$ cat config.mk
export PLATFORM = sky130hd
export DESIGN_NAME = microc_control
export DESIGN_NICKNAME = d
export VERILOG_FILES = /design/src/rtl/microc_pkg.sv /design/src/rtl/microc_decode.sv /design/src/rtl/microc_control.sv
export SDC_FILE = /design/constraint.sdc
export NUM_CORES = 1
export LEC_CHECK = 0
export CORE_UTILIZATION = 42
export CTS_CLUSTER_DIAMETER = 120
export DETAILED_ROUTE_END_ITERATION = 8
export PLACE_DENSITY = 0.73
export SYNTH_ARGS = -nofsm -noshare
export SYNTH_HDL_FRONTEND = slang
export SYNTH_SLANG_ARGS = --single-unit
$ cat constraint.sdc
create_clock -name i_clk -period 1.95 [get_ports i_clk]
set_input_delay 0.585 -clock i_clk [delete_from_list [all_inputs] [get_ports i_clk]]
set_output_delay 0.585 -clock i_clk [all_outputs]
set_load 0.05 [all_outputs]
$ cat src/rtl/microc_pkg.sv
// microc_pkg
//   Shared constants for the microcontroller control unit: opcode values,
//   opcode class masks, ALU op field position and FSM state encoding.
//   No ports; imported by microc_decode and microc_control.
package microc_pkg;

  // Jump / halt opcodes
  localparam logic [5:0] OPC_J    = 6'b110000;
  localparam logic [5:0] OPC_JZ   = 6'b110001;
  localparam logic [5:0] OPC_JNZ  = 6'b110010;
  localparam logic [5:0] HALT_OPC = 6'b111111;

  // Opcode classes: (opcode & MASK) == MATCH
  localparam logic [5:0] ALU_MASK  = 6'b100000;
  localparam logic [5:0] ALU_MATCH = 6'b000000;
  localparam logic [5:0] LI_MASK   = 6'b110000;
  localparam logic [5:0] LI_MATCH  = 6'b100000;

  // ALU operation field inside the opcode
  localparam int OP_LSB = 2;
  localparam int OP_W   = 3;

  // FSM state encoding
  localparam logic [1:0] ST_IDLE   = 2'd0;
  localparam logic [1:0] ST_RUN    = 2'd1;
  localparam logic [1:0] ST_STEP   = 2'd2;
  localparam logic [1:0] ST_HALTED = 2'd3;

  function automatic logic opc_match(input logic [5:0] opc,
                                     input logic [5:0] mask,
                                     input logic [5:0] match);
    return (opc & mask) == match;
  endfunction

endpackage

$ cat src/rtl/microc_decode.sv
// microc_decode
//   Purely combinational instruction decoder. Produces the datapath controls
//   an instruction would drive if it executes this cycle; the caller gates
//   them with its exec condition.
// Ports:
//   i_opcode  [5:0]  opcode at the current PC
//   i_zflag          registered zero flag (result of last ALU instruction)
//   o_s_inc          1 = PC+1, 0 = load jump address
//   o_s_inm          1 = register file writes immediate
//   o_we3            register file write enable
//   o_op      [2:0]  ALU operation
//   o_is_alu         opcode is an ALU instruction (updates zflag)
//   o_is_halt        opcode is HALT
module microc_decode #(
  parameter logic [5:0] HALT_OPC = 6'b111111
) (
  input  logic [5:0] i_opcode,
  input  logic       i_zflag,
  output logic       o_s_inc,
  output logic       o_s_inm,
  output logic       o_we3,
  output logic [2:0] o_op,
  output logic       o_is_alu,
  output logic       o_is_halt
);
  import microc_pkg::*;

  always_comb begin
    o_s_inc   = 1'b1;
    o_s_inm   = 1'b0;
    o_we3     = 1'b0;
    o_op      = 3'b000;
    o_is_alu  = 1'b0;
    o_is_halt = 1'b0;
    // HALT is tested first so a retargeted HALT_OPC overrides the class decode
    if (i_opcode == HALT_OPC) begin
      o_is_halt = 1'b1;
    end else if (opc_match(i_opcode, ALU_MASK, ALU_MATCH)) begin
      o_is_alu = 1'b1;
      o_we3    = 1'b1;
      o_op     = i_opcode[OP_LSB +: OP_W];
    end else if (opc_match(i_opcode, LI_MASK, LI_MATCH)) begin
      o_we3   = 1'b1;
      o_s_inm = 1'b1;
    end else begin
      case (i_opcode)
        OPC_J:   o_s_inc = 1'b0;
        OPC_JZ:  o_s_inc = ~i_zflag;
        OPC_JNZ: o_s_inc = i_zflag;
        default: o_s_inc = 1'b1;
      endcase
    end
  end

endmodule

$ cat src/rtl/microc_control.sv
// microc_control
//   Control unit for the microcontroller datapath with run control
//   (start / single-step / halt), a registered zero flag for conditional
//   jumps and a saturating retired-instruction counter. Outputs are
//   combinational so an instruction completes at the same clock edge.
// Ports:
//   i_clk, i_reset        clock, synchronous active-high reset
//   i_start               begin/resume from IDLE or HALTED
//   i_step_mode           1 = single-step mode
//   i_step                step request, rising edge executes one instruction
//   i_opcode [5:0]        opcode at current PC
//   i_z                   combinational ALU zero
//   o_s_inc, o_s_inm, o_we3, o_op[2:0]   datapath controls
//   o_pc_en               PC load enable
//   o_busy, o_halted      status
//   o_retired [CNT_W-1:0] retired instruction count (saturating)
//
// state  | meaning
// IDLE   | after reset, waiting for start
// RUN    | one instruction per cycle
// STEP   | one instruction per rising edge of step
// HALTED | stopped on HALT, PC still points at it
module microc_control #(
  parameter int         CNT_W    = 16,
  parameter logic [5:0] HALT_OPC = 6'b111111
) (
  input  logic             i_clk,
  input  logic             i_reset,
  input  logic             i_start,
  input  logic             i_step_mode,
  input  logic             i_step,
  input  logic [5:0]       i_opcode,
  input  logic             i_z,
  output logic             o_s_inc,
  output logic             o_s_inm,
  output logic             o_we3,
  output logic [2:0]       o_op,
  output logic             o_pc_en,
  output logic             o_busy,
  output logic             o_halted,
  output logic [CNT_W-1:0] o_retired
);
  import microc_pkg::*;

  logic [1:0]       r_state;
  logic [1:0]       w_state_nxt;
  logic             r_zflag;
  logic             r_step_q;
  logic [CNT_W-1:0] r_retired;

  logic             w_dec_s_inc;
  logic             w_dec_s_inm;
  logic             w_dec_we3;
  logic [2:0]       w_dec_op;
  logic             w_is_alu;
  logic             w_is_halt;
  logic             w_step_edge;
  logic             w_exec;
  logic             w_skip;

  microc_decode #(
    .HALT_OPC (HALT_OPC)
  ) u_decode (
    .i_opcode  (i_opcode),
    .i_zflag   (r_zflag),
    .o_s_inc   (w_dec_s_inc),
    .o_s_inm   (w_dec_s_inm),
    .o_we3     (w_dec_we3),
    .o_op      (w_dec_op),
    .o_is_alu  (w_is_alu),
    .o_is_halt (w_is_halt)
  );

  assign w_step_edge = i_step & ~r_step_q;
  assign w_exec      = (r_state == ST_RUN) | ((r_state == ST_STEP) & w_step_edge);
  // Leaving HALTED must step over the HALT still at the PC
  assign w_skip      = (r_state == ST_HALTED) & i_start;

  assign o_pc_en   = (w_exec & ~w_is_halt) | w_skip;
  assign o_we3     = w_exec & w_dec_we3;
  assign o_s_inc   = w_exec ? w_dec_s_inc : 1'b1;
  assign o_s_inm   = w_exec & w_dec_s_inm;
  assign o_op      = w_exec ? w_dec_op : 3'b000;
  assign o_busy    = (r_state == ST_RUN) | (r_state == ST_STEP);
  assign o_halted  = (r_state == ST_HALTED);
  assign o_retired = r_retired;

  always_comb begin
    w_state_nxt = r_state;
    case (r_state)
      ST_IDLE, ST_HALTED: begin
        if (i_start) w_state_nxt = i_step_mode ? ST_STEP : ST_RUN;
      end
      ST_RUN: begin
        if (w_is_halt)        w_state_nxt = ST_HALTED;
        else if (i_step_mode) w_state_nxt = ST_STEP;
      end
      ST_STEP: begin
        if (w_step_edge & w_is_halt) w_state_nxt = ST_HALTED;
        else if (!i_step_mode)       w_state_nxt = ST_RUN;
      end
      default: w_state_nxt = ST_IDLE;
    endcase
  end

  always_ff @(posedge i_clk) begin
    if (i_reset) begin
      r_state   <= ST_IDLE;
      r_zflag   <= 1'b0;
      r_step_q  <= 1'b0;
      r_retired <= '0;
    end else begin
      r_state <= w_state_nxt;
      if (r_state == ST_STEP) r_step_q <= i_step;
      if (w_exec & w_is_alu) r_zflag <= i_z;
      if (w_exec && (r_retired != {CNT_W{1'b1}}))
        r_retired <= r_retired + {{(CNT_W-1){1'b0}}, 1'b1};
    end
  end

endmodule
==> metrics.log <==
[metrics] data required time at the worst endpoint: 1360 ps
[metrics] post-synth top area cell: sky130_fd_sc_hd__dfxtp_1
[metrics] met2 wire len: 1.92 mm
[metrics] RSZ-0062 raised after global routing: yes
[metrics] launch point of the worst hold path: o_retired[1]
[metrics] detailed placement HPWL: 2.79 mm
[metrics] stage delay of the slowest cell on the critical path: 360 ps
[metrics] TritonCTS clock tree: yes
[metrics] Max Clock Skew: 9.26 ps
[metrics] top cells by area in the synthesized netlist: sky130_fd_sc_hd__dfxtp_1 33%, sky130_fd_sc_hd__a21oi_1 4.9%, sky130_fd_sc_hd__or4_1 4.9%, sky130_fd_sc_hd__ha_1 4.1%, sky130_fd_sc_hd__mux2_2 3.7%
[metrics] setup slack on the worst flop-to-flop path: -110 ps
[metrics] final non-filler cell total: 253
[metrics] flop and latch count out of synthesis: 20
[metrics] all-layer global routing usage: 24.3%
[metrics] DRT antenna net count: 0
[metrics] max-cap violations: 0
[metrics] number of instances in the synthesized netlist: 148
[metrics] Max Buffers Root-to-Sink: 2
[metrics] cell repeated most along the worst path: sky130_fd_sc_hd__nor2_4
[metrics] largest net degree at the start of global routing: 13
[metrics] number of warnings issued by yosys: 0
[metrics] total wire length after detailed routing: 3.93 mm
[metrics] I/O Buffers: 36
[metrics] peak supply drop: 0.00103 V
[metrics] met1 WL: 1.79 mm
[metrics] leading cell type by number of instances after synthesis: sky130_fd_sc_hd__dfxtp_1
[metrics] count of routing violations after the opening detailed-route iteration: 75
[metrics] clock transition at the registers of the reported paths: 110 ps
[metrics] dpl cell area: 0.00194 mm^2
[metrics] root buffer cell: sky130_fd_sc_hd__clkbuf_4
[metrics] final number of max-transition violations: 0
[metrics] ratio of cells with drive above 1 in the final layout: 50.5%
[metrics] cell area after technology mapping: 0.00122 mm^2
[metrics] critical path data arrival time: 1690 ps
[metrics] cell total after placement: 241
[metrics] Layout Area Growth over Synthesis: 71.9%
[metrics] Distinct cells, synth: 43
[metrics] # H-tree levels: 1
[metrics] pre-CTS setup slack: -546 ps
[metrics] final number of hold-violating endpoints: 0
[metrics] max layer used: met4
[metrics] metal3 WL: 156 um
[metrics] post-route worst hold slack: 497 ps
[metrics] routed wire length per instance: 15.5 um
[metrics] via count of the first global-routing pass: 1334
[metrics] Clock Sink Count: 20
[metrics] Synth Area per Inst: 8.28 um^2
[metrics] count of buffer and inverter cells on the critical path: 2
[metrics] share of the yosys chip area belonging to registers: 32.7%
[metrics] critical path class: flip-flop to output pin
[metrics] Die Footprint: 0.00314 mm^2
[metrics] min cycle time layout: 2270 ps
[metrics] Syn Nets: 164
[metrics] path type of the worst min-delay path: flip-flop to flip-flop
[metrics] critical path's top delay family: simple AND/OR/NAND/NOR gates
[metrics] failing checks: negative setup slack
[metrics] leakage power figure: 0.842 nW
[metrics] fraction of synthesis flops using an asynchronous set or reset pin: 0%
[metrics] Max-slew headroom: 64.0%
[metrics] final net count: 240
[metrics] num ports: 37
[metrics] drt pass-1 iters: 4
[metrics] Die Width: 56.0 um
[metrics] Crit Reg-Reg Endpoint: o_retired[9]
[metrics] CP Capture Type: output pin
[metrics] Main synth FF type: sky130_fd_sc_hd__dfxtp_1
[metrics] source of the worst register-to-register timing path: r_state[0]
[metrics] Std-Cell Core Area: 0.00276 mm^2
[metrics] Final setup violation count: 14
[metrics] clock buffer count from CTS: 3
[metrics] crit-path cells: inv_2 > ha_4 > and3b_2 > nor2_4 > nor2_4 > a21o_4 > buf_12
[metrics] Tightest Pin Transition: 540 ps
[metrics] number of flops mapped to enable cells by yosys: 0
[metrics] post-route fraction of the period consumed by the critical path: 117%
[metrics] depth of the most critical reg-to-reg path: 8
[metrics] global-route wire length before repair: 6.08 mm
[metrics] slowest cell on the critical path: sky130_fd_sc_hd__dfxtp_2
[metrics] via-per-instance ratio: 5.77
[metrics] overall power: 1.78 mW
[metrics] Die Ht: 56.0 um
[metrics] Layout Utilization: 76.4%
[metrics] cell area power density: 843 mW/mm^2
[metrics] setup_tns: -2280 ps
[metrics] # rows: 19
[metrics] initial core utilization: 44.4%
[metrics] peak clock frequency supported by timing: 440 MHz
[metrics] fin worst setup slack: -323 ps
[metrics] endpoint with the worst hold slack: o_retired[1]
[metrics] outcome: finished, violations left
[metrics] hold-critical path depth: 2
[metrics] kind of start point of the critical path: flip-flop
[metrics] GPL Wtd Cong: 0.888
[metrics] Layout fillers: 214
[metrics] count of cell instances traversed by the critical path: 7
[metrics] critical path fanouts, max: 4
[metrics] Residual DRC: 0
[metrics] worst skew pair latency: 310 ps
[metrics] antenna violations before repair: 0
[metrics] post-layout instance area: 0.00211 mm^2
[metrics] total via count after detailed routing: 1461
[metrics] area share of the largest cell type after synthesis: 32.7%
[metrics] number of antenna cells inserted: 0
[metrics] remaining global-route overflow: 0
[metrics] most instantiated cells after synthesis: 20 x sky130_fd_sc_hd__dfxtp_1, 12 x sky130_fd_sc_hd__a21oi_1, 12 x sky130_fd_sc_hd__nand2_1, 11 x sky130_fd_sc_hd__nor2_1, 9 x sky130_fd_sc_hd__inv_1
==> state kept, by name (all words and copies together) (netlist names) <==
name	flops
r_step_q	1
r_zflag	1
r_state	2
o_retired	16
==> layout by cell type, fill, tap and decap left out, types with 3 or more instances in the layout <==
master	instances
sky130_fd_sc_hd__nand2b_1	3
sky130_fd_sc_hd__o41ai_1	3
sky130_fd_sc_hd__nand2_1	11
sky130_fd_sc_hd__o21ai_0	6
sky130_fd_sc_hd__mux2_2	4
sky130_fd_sc_hd__nor2_1	8
sky130_fd_sc_hd__buf_12	9
sky130_fd_sc_hd__nor2_4	3
sky130_fd_sc_hd__nand4_1	3
sky130_fd_sc_hd__dlygate4sd2_1	7
sky130_fd_sc_hd__dfxtp_1	6
sky130_fd_sc_hd__buf_4	53
sky130_fd_sc_hd__nor2b_1	4
sky130_fd_sc_hd__dfxtp_2	14
sky130_fd_sc_hd__o31ai_1	5
sky130_fd_sc_hd__or4_1	8
sky130_fd_sc_hd__clkbuf_4	3
sky130_fd_sc_hd__and2_4	3
sky130_fd_sc_hd__mux2i_1	3
sky130_fd_sc_hd__a21oi_1	9
sky130_fd_sc_hd__clkdlybuf4s50_1	4
sky130_fd_sc_hd__inv_1	8
==> worst min-delay path: stages (launching register included) <==
cell                      delay (ps)
sky130_fd_sc_hd__dfxtp_2         350
sky130_fd_sc_hd__nand2_1          60
sky130_fd_sc_hd__mux2i_1          60
==> report_power, final <==
group	leakage, nW	switching (mW)	internal [mW]	total (mW)
Sequential	0.169	0.0358	0.452	0.488
Combinational	0.660	0.549	0.533	1.08
Clock	0.0138	0.134	0.0722	0.206
Total	0.842	0.719	1.06	1.78
==> routing by layer <==
metal | vias to the layer above | global-route usage, %
met5 | - | 0
met4 | 0 | 8.36
met3 | 8 | 3.49
met2 | 45 | 40.1
met1 | 687 | 32.5
li1 | 721 | -
==> kinds of logic after synthesis <==
group	after synthesis	share of synthesized area, %
compound gates	43	24.3
fa+ha+maj	4	4.09
buf+inv	13	4.19
flops	20	32.7
mux	7	6.13
simple gates	61	28.6
==> timing repair <==
item / in CTS / in global routing
resized for setup: 23 / 7
endpoints found under the setup margin: 20 / 20
setup buffers: 7 / 2
cloned: 0 / 0
pin swaps: 10 / 3
hold buffers: 0 / 0
==> how the worst max path moves through the flow <==
| stage | endpoint | from | slack (ps) |
|---|---|---|---|
| 4_1_cts | o_pc_en | r_state[0] | -290 |
| 3_5_place_dp | o_pc_en | i_step | -550 |
| 2_1_floorplan | o_s_inm | r_state[1] | -30 |
| 3_3_place_gp | o_pc_en | i_step | -500 |
| 5_1_grt | o_s_inm | r_state[0] | -360 |
| 6_report | o_pc_en | r_state[0] | -320 |
==> cell type report <==
| cell class | instances | area (um^2) | share of cell area, % |
|---|---|---|---|
| multi-input combinational | 115 | 891 | 42.3 |
| timing repair buffer | 75 | 702 | 33.3 |
| sequential | 20 | 418 | 19.8 |
| tap | 31 | 38.8 | 1.84 |
| inverter | 9 | 33.8 | 1.60 |
| clock buffer | 3 | 22.5 | 1.07 |
Power figures use the tool's default switching activity.
